--- config.mk ---
export PLATFORM = sky130hd
export DESIGN_NAME = disp_vramctrl_flat
export DESIGN_NICKNAME = d
export VERILOG_FILES = /design/src/rtl/disp_vramctrl_pkg.sv /design/src/rtl/disp_vramctrl_if.sv /design/src/rtl/disp_vramctrl.sv /design/src/flat_wrapper.sv
export SDC_FILE = /design/constraint.sdc
export NUM_CORES = 1
export LEC_CHECK = 0
export BUFFER_PORTS_ARGS = -buffer_cell sky130_fd_sc_hd__buf_2
export CAP_MARGIN = 0
export CORE_UTILIZATION = 35
export CTS_CLUSTER_DIAMETER = 50
export DETAILED_ROUTE_END_ITERATION = 10
export PLACE_DENSITY_LB_ADDON = 0.3
export SYNTH_ARGS = -nofsm -noshare
export SYNTH_HDL_FRONTEND = slang
export SYNTH_SLANG_ARGS = --single-unit
--- constraint.sdc ---
create_clock -name ACLK -period 3.1 [get_ports ACLK]
set_input_delay 0.155 -clock ACLK [delete_from_list [all_inputs] [get_ports ACLK]]
set_output_delay 0.155 -clock ACLK [all_outputs]
set_load 0.02 [all_outputs]
--- src/rtl/disp_vramctrl_pkg.sv ---
// Shared display package: fetcher states, AXI burst encodings and default frame geometry.
package disp_vramctrl_pkg;

    typedef enum logic [2:0] {
        ST_IDLE,
        ST_CLR,
        ST_WAIT_BUF,
        ST_ADDR,
        ST_DATA
    } state_t;

    localparam int unsigned AXI_AW = 32;
    localparam int unsigned AXI_DW = 64;

    localparam logic [2:0] SIZE_8B    = 3'b011;
    localparam logic [1:0] BURST_INCR = 2'b01;

    localparam int unsigned DEF_WORDS_PER_FRAME = 153600;
    localparam int unsigned DEF_BURST_LEN       = 16;

    // Clear the low address bits so every burst starts on its own natural boundary.
    function automatic logic [AXI_AW-1:0] align_addr(input logic [AXI_AW-1:0] a,
                                                    input int unsigned bits);
        return a & ~((AXI_AW'(1) << bits) - AXI_AW'(1));
    endfunction

endpackage

--- src/rtl/disp_vramctrl_if.sv ---
// AXI4 read-only channel bundle between the VRAM frame fetcher and the memory side.
interface disp_vramctrl_if;
    import disp_vramctrl_pkg::*;

    logic [AXI_AW-1:0] ARADDR;
    logic [7:0]        ARLEN;
    logic [2:0]        ARSIZE;
    logic [1:0]        ARBURST;
    logic              ARVALID;
    logic              ARREADY;
    logic [AXI_DW-1:0] RDATA;
    logic [1:0]        RRESP;
    logic              RLAST;
    logic              RVALID;
    logic              RREADY;

    modport master (
        output ARADDR, ARLEN, ARSIZE, ARBURST, ARVALID, RREADY,
        input  ARREADY, RDATA, RRESP, RLAST, RVALID
    );

    modport slave (
        input  ARADDR, ARLEN, ARSIZE, ARBURST, ARVALID, RREADY,
        output ARREADY, RDATA, RRESP, RLAST, RVALID
    );

endinterface

--- src/rtl/disp_vramctrl.sv ---
// Frame fetcher: clears the display FIFO on frame start, then streams one frame
// from VRAM with single-outstanding AXI4 INCR bursts straight into the FIFO write port.
module disp_vramctrl
    import disp_vramctrl_pkg::*;
#(
    parameter int unsigned WORDS_PER_FRAME = DEF_WORDS_PER_FRAME,
    parameter int unsigned BURST_LEN       = DEF_BURST_LEN
) (
    input  logic              ACLK,
    input  logic              ARSTN,
    input  logic              DISPON,
    input  logic              VRSTART,
    input  logic [AXI_AW-1:0] DISPADDR,
    input  logic              BUF_WREADY,
    output logic              FIFORST,
    output logic [AXI_DW-1:0] FIFOIN,
    output logic              FIFOWR,
    output logic              RD_ERR,
    output logic              BUSY,
    disp_vramctrl_if.master   axi
);

    localparam int unsigned BURST_BYTES = BURST_LEN * 8;
    localparam int unsigned ALIGN_BITS  = $clog2(BURST_BYTES);
    localparam int unsigned WL_W        = $clog2(WORDS_PER_FRAME + 1);

    state_t            r_state;
    state_t            w_state_nxt;
    logic [AXI_AW-1:0] r_addr;
    logic [AXI_AW-1:0] r_next_addr;
    logic [WL_W-1:0]   r_words_left;
    logic              r_pend;
    logic              r_rd_err;

    logic              w_start;
    logic              w_beat;
    logic              w_last_beat;
    logic              w_frame_done;
    logic              w_load;
    logic [AXI_AW-1:0] w_base;
    logic [AXI_AW-1:0] w_rst_addr;
    logic              w_arvalid;
    logic              w_rready;
    logic              w_fiforst;
    logic              w_busy;

    assign w_start      = VRSTART & DISPON;
    assign w_base       = align_addr(DISPADDR, ALIGN_BITS);
    assign w_beat       = axi.RVALID & w_rready;
    assign w_last_beat  = w_beat & axi.RLAST;
    assign w_frame_done = (r_words_left == WL_W'(BURST_LEN));
    // A restart deferred behind an in-flight burst uses the address captured at the pulse.
    assign w_rst_addr   = w_start ? w_base : r_next_addr;
    assign w_load       = (w_state_nxt == ST_CLR);

    always_ff @(posedge ACLK or negedge ARSTN) begin
        if (!ARSTN) r_state <= ST_IDLE;
        else        r_state <= w_state_nxt;
    end

    always_comb begin
        w_state_nxt = r_state;
        case (r_state)
            ST_IDLE:     if (w_start) w_state_nxt = ST_CLR;
            ST_CLR:      w_state_nxt = w_start ? ST_CLR : ST_WAIT_BUF;
            ST_WAIT_BUF: begin
                if (w_start)         w_state_nxt = ST_CLR;
                else if (!DISPON)    w_state_nxt = ST_IDLE;
                else if (BUF_WREADY) w_state_nxt = ST_ADDR;
            end
            ST_ADDR:     if (axi.ARREADY) w_state_nxt = ST_DATA;
            ST_DATA: begin
                if (w_last_beat) begin
                    if (r_pend || w_start)          w_state_nxt = ST_CLR;
                    else if (w_frame_done || !DISPON) w_state_nxt = ST_IDLE;
                    else                            w_state_nxt = ST_WAIT_BUF;
                end
            end
            default:     w_state_nxt = ST_IDLE;
        endcase
    end

    always_comb begin
        w_arvalid = 1'b0;
        w_rready  = 1'b0;
        w_fiforst = 1'b0;
        w_busy    = 1'b1;
        case (r_state)
            ST_IDLE: w_busy    = 1'b0;
            ST_CLR:  w_fiforst = 1'b1;
            ST_ADDR: w_arvalid = 1'b1;
            ST_DATA: w_rready  = 1'b1;
            default: ;
        endcase
    end

    // Burst address, remaining word count, deferred restart and sticky read error.
    always_ff @(posedge ACLK or negedge ARSTN) begin
        if (!ARSTN) begin
            r_addr       <= '0;
            r_next_addr  <= '0;
            r_words_left <= '0;
            r_pend       <= 1'b0;
            r_rd_err     <= 1'b0;
        end else begin
            if (w_load) begin
                r_addr       <= w_rst_addr;
                r_words_left <= WL_W'(WORDS_PER_FRAME);
                r_pend       <= 1'b0;
            end else begin
                if (w_last_beat) begin
                    r_addr       <= r_addr + AXI_AW'(BURST_BYTES);
                    r_words_left <= r_words_left - WL_W'(BURST_LEN);
                end
                if (w_start) begin
                    r_pend      <= 1'b1;
                    r_next_addr <= w_base;
                end
            end
            if (w_beat && axi.RRESP[1]) r_rd_err <= 1'b1;
            else if (w_start)           r_rd_err <= 1'b0;
        end
    end

    assign axi.ARADDR  = r_addr;
    assign axi.ARLEN   = 8'(BURST_LEN - 1);
    assign axi.ARSIZE  = SIZE_8B;
    assign axi.ARBURST = BURST_INCR;
    assign axi.ARVALID = w_arvalid;
    assign axi.RREADY  = w_rready;
    assign FIFORST     = w_fiforst;
    assign FIFOIN      = axi.RDATA;
    assign FIFOWR      = w_beat;
    assign RD_ERR      = r_rd_err;
    assign BUSY        = w_busy;

endmodule

--- src/flat_wrapper.sv ---
// flat-port wrapper written by rule: the top's interface ports become plain ports
module disp_vramctrl_flat import disp_vramctrl_pkg::*;
#(
    parameter int unsigned WORDS_PER_FRAME = DEF_WORDS_PER_FRAME,
    parameter int unsigned BURST_LEN       = DEF_BURST_LEN
)
  (ACLK, ARSTN, DISPON, VRSTART, DISPADDR, BUF_WREADY, FIFORST, FIFOIN, FIFOWR, RD_ERR, BUSY, axi_ARADDR, axi_ARLEN, axi_ARSIZE, axi_ARBURST, axi_ARVALID, axi_RREADY, axi_ARREADY, axi_RDATA, axi_RRESP, axi_RLAST, axi_RVALID);
  disp_vramctrl_if axi_i ();
  input  logic ACLK;
  input  logic ARSTN;
  input  logic DISPON;
  input  logic VRSTART;
  input  logic [AXI_AW-1:0] DISPADDR;
  input  logic BUF_WREADY;
  output logic FIFORST;
  output logic [AXI_DW-1:0] FIFOIN;
  output logic FIFOWR;
  output logic RD_ERR;
  output logic BUSY;
  output wire logic [$bits(axi_i.ARADDR)-1:0] axi_ARADDR;
  output wire logic [$bits(axi_i.ARLEN)-1:0] axi_ARLEN;
  output wire logic [$bits(axi_i.ARSIZE)-1:0] axi_ARSIZE;
  output wire logic [$bits(axi_i.ARBURST)-1:0] axi_ARBURST;
  output wire logic [$bits(axi_i.ARVALID)-1:0] axi_ARVALID;
  output wire logic [$bits(axi_i.RREADY)-1:0] axi_RREADY;
  input wire logic [$bits(axi_i.ARREADY)-1:0] axi_ARREADY;
  input wire logic [$bits(axi_i.RDATA)-1:0] axi_RDATA;
  input wire logic [$bits(axi_i.RRESP)-1:0] axi_RRESP;
  input wire logic [$bits(axi_i.RLAST)-1:0] axi_RLAST;
  input wire logic [$bits(axi_i.RVALID)-1:0] axi_RVALID;
  assign axi_ARADDR = axi_i.ARADDR;
  assign axi_ARLEN = axi_i.ARLEN;
  assign axi_ARSIZE = axi_i.ARSIZE;
  assign axi_ARBURST = axi_i.ARBURST;
  assign axi_ARVALID = axi_i.ARVALID;
  assign axi_RREADY = axi_i.RREADY;
  assign axi_i.ARREADY = axi_ARREADY;
  assign axi_i.RDATA = axi_RDATA;
  assign axi_i.RRESP = axi_RRESP;
  assign axi_i.RLAST = axi_RLAST;
  assign axi_i.RVALID = axi_RVALID;
  disp_vramctrl #(.WORDS_PER_FRAME(WORDS_PER_FRAME), .BURST_LEN(BURST_LEN)) u_core (.ACLK(ACLK), .ARSTN(ARSTN), .DISPON(DISPON), .VRSTART(VRSTART), .DISPADDR(DISPADDR), .BUF_WREADY(BUF_WREADY), .FIFORST(FIFORST), .FIFOIN(FIFOIN), .FIFOWR(FIFOWR), .RD_ERR(RD_ERR), .BUSY(BUSY), .axi(axi_i));
endmodule
# ---- Word level (Yosys, flattened, before mapping)
# Cells that the tools add are included.
dict set report classes {
  eq_ne 6
  mux 23
  reduce_logical 8
  n_addsub 2
  bitwise_logic 3
}
# op n
set op_table {}
lappend op_table {{2-to-1 mux 32 bit} 3}
lappend op_table {{2-to-1 mux 18 bit} 2}
lappend op_table {{adder 32 x 8 -> 32 bit (second input constant)} 1}
lappend op_table {{2-to-1 mux 3 bit} 7}
lappend op_table {{equality test 18 x 5 -> 1 bit (second input constant)} 1}
lappend op_table {{subtractor 18 x 5 -> 18 bit (second input constant)} 1}
lappend op_table {{case mux 3 bit (5 select lines)} 1}
lappend op_table {{2-to-1 mux 1 bit} 8}
lappend op_table {{equality test 3 x 1 -> 1 bit (second input constant)} 2}
lappend op_table {{equality test 3 x 2 -> 1 bit (second input constant)} 2}
lappend op_table {{nonzero test 2 bit} 3}
lappend op_table {{2-to-1 mux 2 bit} 2}
lappend op_table {{AND 1 bit} 3}
lappend op_table {{equality test 3 bit (second input constant)} 1}
lappend op_table {{zero test 3 bit} 1}
lappend op_table {{logical OR 1 bit} 2}
lappend op_table {{logical AND 1 bit} 1}
lappend op_table {{zero test 1 bit} 1}
dict set report word_totals {
  output_inout_bits 115
  wordCells 48
  regBits 87
  input_bits 106
}

# ---- Logic depth before layout (Yosys ltp)
# Gate-level depths: netlist of the first run.
dict set report logic_depth {
  ltp_word 8
  mapped_depth 9
  mapped_depth_nobuf 7
}

# ---- Worst setup path after synthesis of the first run
# Ideal clock, no wire load.
dict set report synth_path {
  path_type {register -> register}
  from {reg u_core.r_words_left[7]}
  to {reg u_core.r_next_addr[10]}
  path_stages_with_launch 7
  required_time_ps 2975
  t_arrival_ps 2262
  period_less_slack_ps 2387
  path_slack_ps 713
  n_path_buf 1
  setup_time_ps 125
  cell_sequence {dfrtp_1 > or4_1 > nor2_1 > a211oi_4 > o31ai_4 > buf_6 > mux2_4}
}
dict set report synth_between {
  elab_chain_len 7
}
# item line
set synth_lines {}
lappend synth_lines {{start: declaration} disp_vramctrl.sv:31} ;# logic [WL_W-1:0] r_words_left;
lappend synth_lines {{start signal: assignment} disp_vramctrl.sv:108} ;# r_words_left <= WL_W'(WORDS_PER_FRAME);
lappend synth_lines {{start signal: assignment} disp_vramctrl.sv:113} ;# r_words_left <= r_words_left - WL_W'(BURST_LEN);
lappend synth_lines {{equality test 18 x 5 -> 1 bit} disp_vramctrl.sv:51} ;# assign w_frame_done = (r_words_left == WL_W'(BURST_LEN));
lappend synth_lines {{logical OR 1 bit} disp_vramctrl.sv:75} ;# else if (w_frame_done || !DISPON) w_state_nxt = ST_IDLE;
lappend synth_lines {{2-to-1 mux 2 bit} disp_vramctrl.sv:75}
lappend synth_lines {{2-to-1 mux 3 bit} disp_vramctrl.sv:74} ;# if (r_pend || w_start) w_state_nxt = ST_CLR;
lappend synth_lines {{2-to-1 mux 3 bit} disp_vramctrl.sv:73} ;# if (w_last_beat) begin
lappend synth_lines {{case mux 3 bit (5 select lines)} disp_vramctrl.sv:63} ;# case (r_state)
lappend synth_lines {{equality test 3 x 1 -> 1 bit} disp_vramctrl.sv:54} ;# assign w_load = (w_state_nxt == ST_CLR);
lappend synth_lines {{end signal: assignment} disp_vramctrl.sv:117} ;# r_next_addr <= w_base;
lappend synth_lines {{end: declaration} disp_vramctrl.sv:30} ;# logic [AXI_AW-1:0] r_next_addr;
# Every way passes these cells.
# A chain may end at the register's enable or synchronous reset.

# ---- Worst setup path in the final report of the first run
dict set report layout_path {
  from {reg u_core.r_state[2]}
  to {reg u_core.r_addr[31] (netlist: u_core.axi.ARADDR[31])}
}
dict set report layout_between {
  elab_chain_len 8
  elab_cells_between_ends 18
  classes_between {5 x eq/ne; 9 x mux; 2 x bitwise; 2 x reduce/logical}
}
# item line
set layout_lines {}
lappend layout_lines {{start: declaration} disp_vramctrl.sv:27} ;# state_t r_state;
lappend layout_lines {{start signal: assignment} disp_vramctrl.sv:58} ;# else r_state <= w_state_nxt;
lappend layout_lines {{equality test 3 bit} {disp_vramctrl.sv:63, disp_vramctrl.sv:88}}
lappend layout_lines {{2-to-1 mux 1 bit} disp_vramctrl.sv:88} ;# case (r_state)
lappend layout_lines {{AND 1 bit} disp_vramctrl.sv:49} ;# assign w_beat = axi.RVALID & w_rready;
lappend layout_lines {{AND 1 bit} disp_vramctrl.sv:50} ;# assign w_last_beat = w_beat & axi.RLAST;
lappend layout_lines {{2-to-1 mux 3 bit} disp_vramctrl.sv:73}
lappend layout_lines {{case mux 3 bit (5 select lines)} disp_vramctrl.sv:63}
lappend layout_lines {{equality test 3 x 1 -> 1 bit} disp_vramctrl.sv:54}
lappend layout_lines {{2-to-1 mux 32 bit or nonzero test 2 bit (tied branches)} --}
lappend layout_lines {{end signal: assignment} disp_vramctrl.sv:107} ;# r_addr <= w_rst_addr;
lappend layout_lines {{end signal: assignment} disp_vramctrl.sv:112} ;# r_addr <= r_addr + AXI_AW'(BURST_BYTES);
lappend layout_lines {{end: declaration} disp_vramctrl.sv:29} ;# logic [AXI_AW-1:0] r_addr;
# Parallel ways exist; a longest one is shown, timed or not.

==> results.cfg, run 1 <==
[outcome]
status = finished clean

[timing]
final.period_utilization_pct = 86.82
rsz0062_at_grt = no
fmax_mhz = 371.5
tightest_slew_ps = 827.9
hold_viol = 0
slew_violations = 0
skew_ps = 6.408
slew_headroom_pct = 44.30
period_minus_slack_ps = 2691
setup_violations = 0
worst_slack_ps = 408.5
timing.setup.tns_ps = 0

[synth]
synth_edf_count = 0
synthCells = 471
synth_area_leader_cell = dfrtp_1
synthesis.area_mm2 = 0.004928
synth.distinct_cells = 54
ys_warn_count = 0
avgSynthCellArea_um2 = 10.46
synth.yosys.seq_area_share_pct = 42.14
async_flop_share_pct = 100.0
synth_most_common_cell = dfrtp_1
synth_area_leaders = dfrtp_1, buf_4, mux2i_1, mux2_4, xor2_1
synth_common_cells = dfrtp_1, buf_4, mux2i_1
synth_top_area_share_pct = 42.14
synth_flop_cell = dfrtp_1
ys_ff_latch = 83

[placed_design]
gp_congestion = 0.7611
pre_cts_slack_ps = 458.0
dpl.hpwl_mm = 8.295
port_buffers = 71

[finish]
drive_gt1_share_pct = 28.16
num_antenna_cells = 0
fillers = 1329
multi_input_area_mm2 = 0.002167
final_core_util_pct = 39.48
seqCellArea_mm2 = 0.002077
final_nets = 595
synthToLayoutAreaGrowth_pct = 8.175

[setup_path]
crit_type = reg2reg
crit_arrival_ps = 2890
crit_path_end_kind = register
cp.required_ps = 3300
critPathLaunchType = register
timing.rr.end = u_core.axi.ARADDR[31]$_DFFE_PN0P_
reg2reg_slack_ps = 410
rr_startpoint = u_core.r_state[2]$_DFF_PN0_
rr_worst_depth = 7
path_max_fanout = 12

[power_and_ir_drop]
p_leak_nw = 2.445
power_w = 0.004068
netSwitchingPower_w = 0.001458
irDropWorstVdd_mv = 0.3222
p_per_area_mw_per_mm2 = 763.1
pwr-share-clk_pct = 27.7
p_comb_share_pct = 31.0
power_frac_seq_pct = 41.2
p_int_w = 0.002611
switching_share_pct = 35.83

[cts]
clk_latency_ps = 340
cts_max_path_buffers = 2
numCtsBuffers = 9
cts_tree = yes
clk_pin_slew_ps = 60
clock_sinks = 83
cts_root_buf = clkbuf_16
htreeDepth = 3
post-cts-setup-buffers = 0

[global_routing]
antenna_found_initial = 0
grt_overflow_total = 0
grt_pass1_wl_mm = 19.02
grt_max_degree = 44
grt_pass1_vias = 3539
grtUsageTotal_pct = 17.18

[worst_hold_path]
holdPathEnd = u_core.RD_ERR$_DFFE_PN0P_
min_from = axi_RRESP[1]
min_path_type = in2reg
min_path_cells = 2

[detailed_routing]
drc = 0
first_pass_iters = 4
via_per_inst = 5.225
drtIter0Drc = 281
wirelength_mm = 11.80
wl_per_cell_um = 17.71
ant_nets = 0
vias = 3480

[floorplan]
die_h_um = 120.7
die_w_um = 120.7
core_mm2 = 0.01351
rows = 42
start_util_pct = 36.49
ioPinCount = 221
die_area_mm2 = 0.01456

[run]
drv_cap = 0
==> critical path, stage by stage (launching register included) <==
cell	delay, ps
dfrtp_1	490
or3b_1	390
or3_1	380
a211oi_4	360
buf_4	240
or3_1	330
buf_4	260
o211ai_1	110
==> layer usage <==
metal / part of all wire (%) / track usage (%) / routed length, um / vias to the layer above
met5: 0 / 0 / 0 / -
met4: 2.6 / 7.793 / 304 / 0
met3: 7.5 / 5.755 / 884 / 38
met2: 44 / 24.96 / 5155 / 130
met1: 46 / 22.97 / 5452 / 1706
li1: - / - / - / 1606
==> state kept, by name, summed over array words and instances (netlist names) <==
name                 count
u_core.r_state           3
u_core.RD_ERR            1
u_core.r_next_addr      32
u_core.r_pend            1
u_core.axi.ARADDR       32
u_core.r_words_left     14
==> cell type report <==
cell class,count,area share [%]
Inverter,6,0.4224
Multi-Input combinational cell,294,40.65
Timing Repair Buffer,92,9.951
Clock buffer,14,5.327
Sequential cell,83,38.96
Clock inverter,1,0.5632
Tap cell,176,4.130
==> how the worst max path moves through the flow <==
stage / cells past startpoint / from / to
3_3_place_gp: 7 / u_core.r_state[2]$_DFF_PN0_ / u_core.axi.ARADDR[27]$_DFFE_PN0P_
6_report: 7 / u_core.r_state[2]$_DFF_PN0_ / u_core.axi.ARADDR[31]$_DFFE_PN0P_
3_5_place_dp: 7 / u_core.r_state[2]$_DFF_PN0_ / u_core.axi.ARADDR[27]$_DFFE_PN0P_
2_1_floorplan: 6 / u_core.r_words_left[7]$_DFFE_PN0P_ / u_core.r_next_addr[10]$_DFFE_PN0P_
5_1_grt: 7 / u_core.r_state[2]$_DFF_PN0_ / u_core.axi.ARADDR[1]$_DFFE_PN0P_
4_1_cts: 7 / u_core.r_state[2]$_DFF_PN0_ / u_core.axi.ARADDR[31]$_DFFE_PN0P_
==> power by group through the flow <==
stage                     logic [W]  registers, W  clock network (W)
final                       0.00126       0.00168            0.00113
after global routing        0.00138       0.00172            0.00120
after CTS                   0.00128       0.00167            0.00116
after detailed placement    0.00127       0.00168                  0
after global placement      0.00125       0.00167                  0
after floorplan            0.000811       0.00181                  0
==> layout by cell type (no fill, tap or decap), types with 3 or more instances in the layout <==
master	n
mux2_4	22
nand4_1	7
clkbuf_16	9
and2_1	11
o21ai_0	12
ha_1	3
nor2_1	23
nand3_1	12
nor3_1	8
a31oi_1	4
nand2_1	32
nand3b_1	3
buf_4	20
buf_2	70
nor4_1	3
inv_1	6
xor2_1	15
and3_1	4
clkbuf_8	4
o31ai_1	17
mux2i_1	34
o211ai_1	7
conb_1	13
o221ai_1	4
a21oi_1	6
dfrtp_1	83
or3_1	8
xnor2_1	6
==> timing repair <==
| item | 4_1_cts | 5_1_grt |
|---|---|---|
| setup endpoints to repair | 0 | 0 |
| hold buffers | 1 | 0 |
| resized for setup | 0 | 0 |
| endpoints found under the hold margin | 41 | 0 |
==> logic make-up (layout without fill, tap and decap cells) <==
logic type | after synthesis | in the layout | share of synthesized area (%)
buffers and inverters | 105 | 113 | 14.90
xor gates and xnor gates | 21 | 21 | 3.732
and+or+nand+nor | 130 | 130 | 13.99
AOI/OAI and AO/OA | 69 | 69 | 10.26
other | 2 | 13 | 0.1524
DFF | 83 | 83 | 42.14
muxes | 58 | 58 | 14.06
adders and majority gates | 3 | 3 | 0.7617
==> per-stage QoR <==
step	hold slack [ps]	instances	instance area, um^2
2_1_floorplan	-140.6	482	4970
3_3_place_gp	189.1	650	5007
3_5_place_dp	191.2	650	5007
4_1_cts	35.79	666	5331
5_1_grt	51.03	666	5331
6_report	41.79	666	5331
(Power assumes the default switching activity.)
==> run 2: changes to the inputs <==
--- a/config.mk
+++ b/config.mk
@@ -8,6 +8,7 @@
 export BUFFER_PORTS_ARGS = -buffer_cell sky130_fd_sc_hd__buf_2
 export CAP_MARGIN = 0
 export CORE_UTILIZATION = 35
+export CTS_BUF_LIST = sky130_fd_sc_hd__clkbuf_16
 export CTS_CLUSTER_DIAMETER = 50
 export DETAILED_ROUTE_END_ITERATION = 10
 export PLACE_DENSITY_LB_ADDON = 0.3
==> run 2 against run 1 <==
- hold slack worse by 1.0 ps
- setup slack better by 12 ps
- clock skew down 1.3 ps
- sequential share of layout area increased by 0.29 points
- sequential power hardly changed
- cell count did not move
- via count decreased by 0.43%
- global-route usage barely moved
- routed wire length is essentially flat
- die area unchanged
- fmax increased by 0.46%
==> results.cfg, run 2 (synthesis results as in run 1) <==
[floorplan]
ioPinCount = 221
core_mm2 = 0.01351
rows = 42
die_w_um = 120.7
die_area_mm2 = 0.01456
die_h_um = 120.7
start_util_pct = 36.49

[power_and_ir_drop]
p_per_area_mw_per_mm2 = 748.7
switching_share_pct = 36.70
irDropWorstVdd_mv = 0.3231
power_frac_seq_pct = 42.4
power_w = 0.003962
pwr-share-clk_pct = 25.8
netSwitchingPower_w = 0.001454
p_comb_share_pct = 31.8
p_leak_nw = 2.426
p_int_w = 0.002508

[cts]
ctsResizeCount = 0
numCtsBuffers = 9
clk_latency_ps = 340
cts_root_buf = clkbuf_16
cts_tree = yes
htreeDepth = 3
post-cts-setup-buffers = 0
clk_pin_slew_ps = 60
cts_max_path_buffers = 2
clock_sinks = 83

[timing]
setup_violations = 0
slew_headroom_pct = 37.31
timing.setup.tns_ps = 0
rsz0062_at_grt = no
hold_viol = 0
skew_ps = 5.153
slew_violations = 0
period_minus_slack_ps = 2679
final.period_utilization_pct = 86.43
tightest_slew_ps = 931.8
fmax_mhz = 373.2

[finish]
final_common_cell = dfrtp_1
final_nets = 595
synthToLayoutAreaGrowth_pct = 7.362
layout_common_cells = dfrtp_1, buf_2, mux2i_1
num_antenna_cells = 0
drive_gt1_share_pct = 27.35

[placed_design]
gp_congestion = 0.7611
port_buffers = 71
dpl.hpwl_mm = 8.295

[setup_path]
critPathSlowestCell = dfrtp_1
crit_type = reg2reg
worstPathCellList = or3b_1, or3_1, a211oi_4, buf_4, or3_1, buf_4, o211ai_1
cpPeakStageDelay_ps = 480
crit_arrival_ps = 2890
critPathLaunchType = register
path_max_fanout = 12
cp.required_ps = 3310
crit_path_end_kind = register

[detailed_routing]
via_per_inst = 5.203
first_pass_iters = 8
wirelength_mm = 11.81
ant_nets = 0
vias = 3465
drtIter0Drc = 255
wl_per_cell_um = 17.73
drc = 0

[global_routing]
grt_pass1_wl_mm = 19.02
antenna_found_initial = 0
grtUsageTotal_pct = 17.20
grt_pass1_vias = 3544
grt_max_degree = 44
grt_overflow_total = 0

[outcome]
status = finished clean

[worst_hold_path]
min_path_type = in2reg

[run]
drv_cap = 0
## run 2: changes by cell type in the layout (fill, tap and decap cells not counted), sizes merged
cell	before	now
inv	6	7
clkinv	0	4
clkbuf	14	9
## run 2: what timing repair did
item | 4_1_cts | 5_1_grt
endpoints found under the hold margin | 41 | 0
hold buffers | 1 | 0
setup endpoints to repair | 0 | 0
## run 2: worst paths after layout
check / startpoint / endpoint / slack (ps) / cells past startpoint
worst min register to register: u_core.r_next_addr[0]$_DFFE_PN0P_ / u_core.r_next_addr[0]$_DFFE_PN0P_ / 480 / 1
min in group asynchronous: ARSTN / u_core.axi.ARADDR[5]$_DFFE_PN0P_ / 350 / 2
worst max register to register: u_core.r_state[2]$_DFF_PN0_ / u_core.axi.ARADDR[29]$_DFFE_PN0P_ / 420 / 7
worst min-delay path: axi_RRESP[1] / u_core.RD_ERR$_DFFE_PN0P_ / 40 / 2
max in group asynchronous: ARSTN / u_core.r_next_addr[6]$_DFFE_PN0P_ / 1980 / 3
worst max-delay path: u_core.r_state[2]$_DFF_PN0_ / u_core.axi.ARADDR[29]$_DFFE_PN0P_ / 420 / 7
## run 2: metrics by stage
step	hold slack [ps]	setup slack [ps]	cell area, um^2	cells	utilization [%]
3_3_place_gp	189.1	485.7	5007	650	37.08
5_1_grt	49.61	244.3	5291	666	39.18
4_1_cts	35.79	424.6	5291	666	39.18
3_5_place_dp	191.2	458.0	5007	650	37.08
2_1_floorplan	-140.6	712.8	4970	482	-
6_report	40.75	420.8	5291	666	39.18
## run 2: layout make-up
type | instances | area [um^2]
well taps | 176 | 220.2
inverters | 6 | 22.52
multi-input cells | 294 | 2167
clock inverters | 6 | 48.80
flip-flops and latches | 83 | 2077
repair buffers | 92 | 530.5
fillers | 1336 | 8214
clock buffers | 9 | 225.2
## run 2: critical path, delay by kind of cell, from the launching register on
kind | cells | cell delay [ps]
compound gates | 2 | 470
buf+inv | 2 | 500
flops | 1 | 480
simple gates | 3 | 1090
## run 2: routing by layer
| layer | vias up | track usage, % | routed length (um) |
|---|---|---|---|
| met1 | 1685 | 23.03 | 5425 |
| met3 | 37 | 5.755 | 850 |
| met4 | 0 | 7.793 | 291 |
| li1 | 1607 | - | - |
| met2 | 136 | 24.96 | 5239 |
| met5 | - | 0 | 0 |
## run 2: power groups by stage
stage	Clock, W	Combinational (W)	Sequential (W)
floorplan	0	0.000811	0.00181
global placement	0	0.00125	0.00167
detailed placement	0	0.00127	0.00168
CTS	0.00105	0.00128	0.00167
global route	0.00110	0.00138	0.00172
finish	0.00102	0.00126	0.00168
==> run 3: changes to the inputs <==
--- a/config.mk
+++ b/config.mk
@@ -7,6 +7,7 @@
 export LEC_CHECK = 0
 export BUFFER_PORTS_ARGS = -buffer_cell sky130_fd_sc_hd__buf_2
 export CAP_MARGIN = 0
+export CORE_MARGIN = 4
 export CORE_UTILIZATION = 35
 export CTS_BUF_LIST = sky130_fd_sc_hd__clkbuf_16
 export CTS_CLUSTER_DIAMETER = 50
==> run 3 against run 2 <==
- routed wire length is 0.49% lower
- highest routed layer unchanged
- first-iteration DRC count rose by 35%
- critical endpoint unchanged
- global-route usage shrank 2.4 points
==> results.cfg, run 3 (synthesis results as in run 1) <==
[global_routing]
grt_overflow_total = 0
grt_pass1_vias = 3452
grtUsageTotal_pct = 14.84
grt_pass1_wl_mm = 18.80
antenna_found_initial = 0
grt_max_degree = 56

[timing]
slew_headroom_pct = 45.62
final.period_utilization_pct = 84.19
setup_violations = 0
slew_violations = 0
rsz0062_at_grt = no
tightest_slew_ps = 808.2
timing.setup.tns_ps = 0
hold_viol = 0
skew_ps = 9.701
fmax_mhz = 383.1
worst_slack_ps = 490.0
period_minus_slack_ps = 2610

[worst_hold_path]
min_path_type = in2reg

[setup_path]
critical_path.top_delay_family = simple AND/OR/NAND/NOR gates
critPathSlowestCell = or3b_1
path_max_fanout = 13
cpPeakStageDelay_ps = 530
reg2reg_slack_ps = 490
crit_type = reg2reg
crit_arrival_ps = 2810
cp.required_ps = 3300
crit_path_end_kind = register
critical_path_buf_inv_count = 1
worstPathCellList = or3b_1, or3_1, a211oi_4, or3_1, buf_4, o211ai_1
critPathLaunchType = register
cp_common_cell = or3_1

[floorplan]
core_mm2 = 0.01383
ioPinCount = 221
die_area_mm2 = 0.01604
start_util_pct = 35.64
die_w_um = 126.7
rows = 43
die_h_um = 126.7

[detailed_routing]
wl_per_cell_um = 17.59
drc = 0
drtIter0Drc = 344
vias = 3476
ant_nets = 0
wirelength_mm = 11.75
first_pass_iters = 4
via_per_inst = 5.204

[placed_design]
dp_cells = 651
dpl.hpwl_mm = 8.283
pre_cts_slack_ps = 496.3
port_buffers = 71
gp_congestion = 0.7778

[cts]
ctsResizeCount = 0
clk_latency_ps = 340
cts_root_buf = clkbuf_16
htreeDepth = 3
numCtsBuffers = 9
cts_tree = yes
cts_max_path_buffers = 2
clock_sinks = 83
clk_pin_slew_ps = 60

[finish]
final_core_util_pct = 38.47
synthToLayoutAreaGrowth_pct = 7.921
final_nets = 592
num_antenna_cells = 0
drive_gt1_share_pct = 27.87
stdcell_count = 668
final_common_cell = dfrtp_1
layout_common_cells = dfrtp_1, buf_2, mux2i_1

[power_and_ir_drop]
p_leak_nw = 2.434
power_frac_seq_pct = 40.7
netSwitchingPower_w = 0.001470
p_int_w = 0.002603
p_per_area_mw_per_mm2 = 765.9
switching_share_pct = 36.09
irDropWorstVdd_mv = 0.3023
pwr-share-clk_pct = 28.1
p_comb_share_pct = 31.2

[outcome]
status = finished clean

[run]
drv_cap = 0
## run 3: cell count changes in the layout (fill, tap and decap cells not counted)
cell	before	now
clkinv_1	4	0
buf_4	20	17
clkinv_4	0	2
bufinv_16	1	2
clkinv_2	0	1
clkinvlp_4	0	1
## run 3: final cells by class
class | instances | area [um^2]
fillers | 1341 | 8508
flip-flops and latches | 83 | 2077
well taps | 180 | 225.2
multi-input cells | 294 | 2167
repair buffers | 89 | 508.0
clock inverters | 7 | 93.84
inverters | 6 | 22.52
clock buffers | 9 | 225.2
## run 3: power groups by stage
stage / Sequential, W / Combinational [W] / Clock, W
final: 0.00166 / 0.00127 / 0.00115
after global routing: 0.00170 / 0.00139 / 0.00123
after CTS: 0.00166 / 0.00129 / 0.00117
after detailed placement: 0.00167 / 0.00129 / 0
after global placement: 0.00165 / 0.00127 / 0
after floorplan: 0.00181 / 0.000811 / 0
## run 3: metrics by stage
step,total power [W],instance area (um^2),hold WS [ps]
2_1_floorplan,0.002616,4970,-140.6
3_3_place_gp,0.002927,4990,257.7
3_5_place_dp,0.002959,4990,256.4
4_1_cts,0.004120,5319,42.71
5_1_grt,0.004322,5319,62.35
6_report,0.004074,5319,51.98
## run 3: path summary, 6_finish.rpt
| check | from | endpoint | cells past startpoint |
|---|---|---|---|
| max reg2reg | u_core.r_state[2]$_DFF_PN0_ | u_core.axi.ARADDR[29]$_DFFE_PN0P_ | 6 |
| min reg2reg | u_core.r_next_addr[1]$_DFFE_PN0P_ | u_core.r_next_addr[1]$_DFFE_PN0P_ | 1 |
| max | u_core.r_state[2]$_DFF_PN0_ | u_core.axi.ARADDR[29]$_DFFE_PN0P_ | 6 |
| min | axi_RRESP[1] | u_core.RD_ERR$_DFFE_PN0P_ | 2 |
| max in group asynchronous | ARSTN | u_core.RD_ERR$_DFFE_PN0P_ | 3 |
| min in group asynchronous | ARSTN | u_core.axi.ARADDR[3]$_DFFE_PN0P_ | 2 |
## run 3: per-layer routing
layer	routed length (um)	vias up	track usage, %
met5	0	-	0
li1	-	1601	-
met1	5123	1689	20.27
met3	1100	44	4.505
met2	5039	142	20.61
met4	485	0	8.833
## run 3: timing repair
| action | CTS | global route |
|---|---|---|
| hold buffers | 1 | 0 |
| buffers inserted | 0 | 0 |
| endpoints found under the hold margin | 53 | 0 |
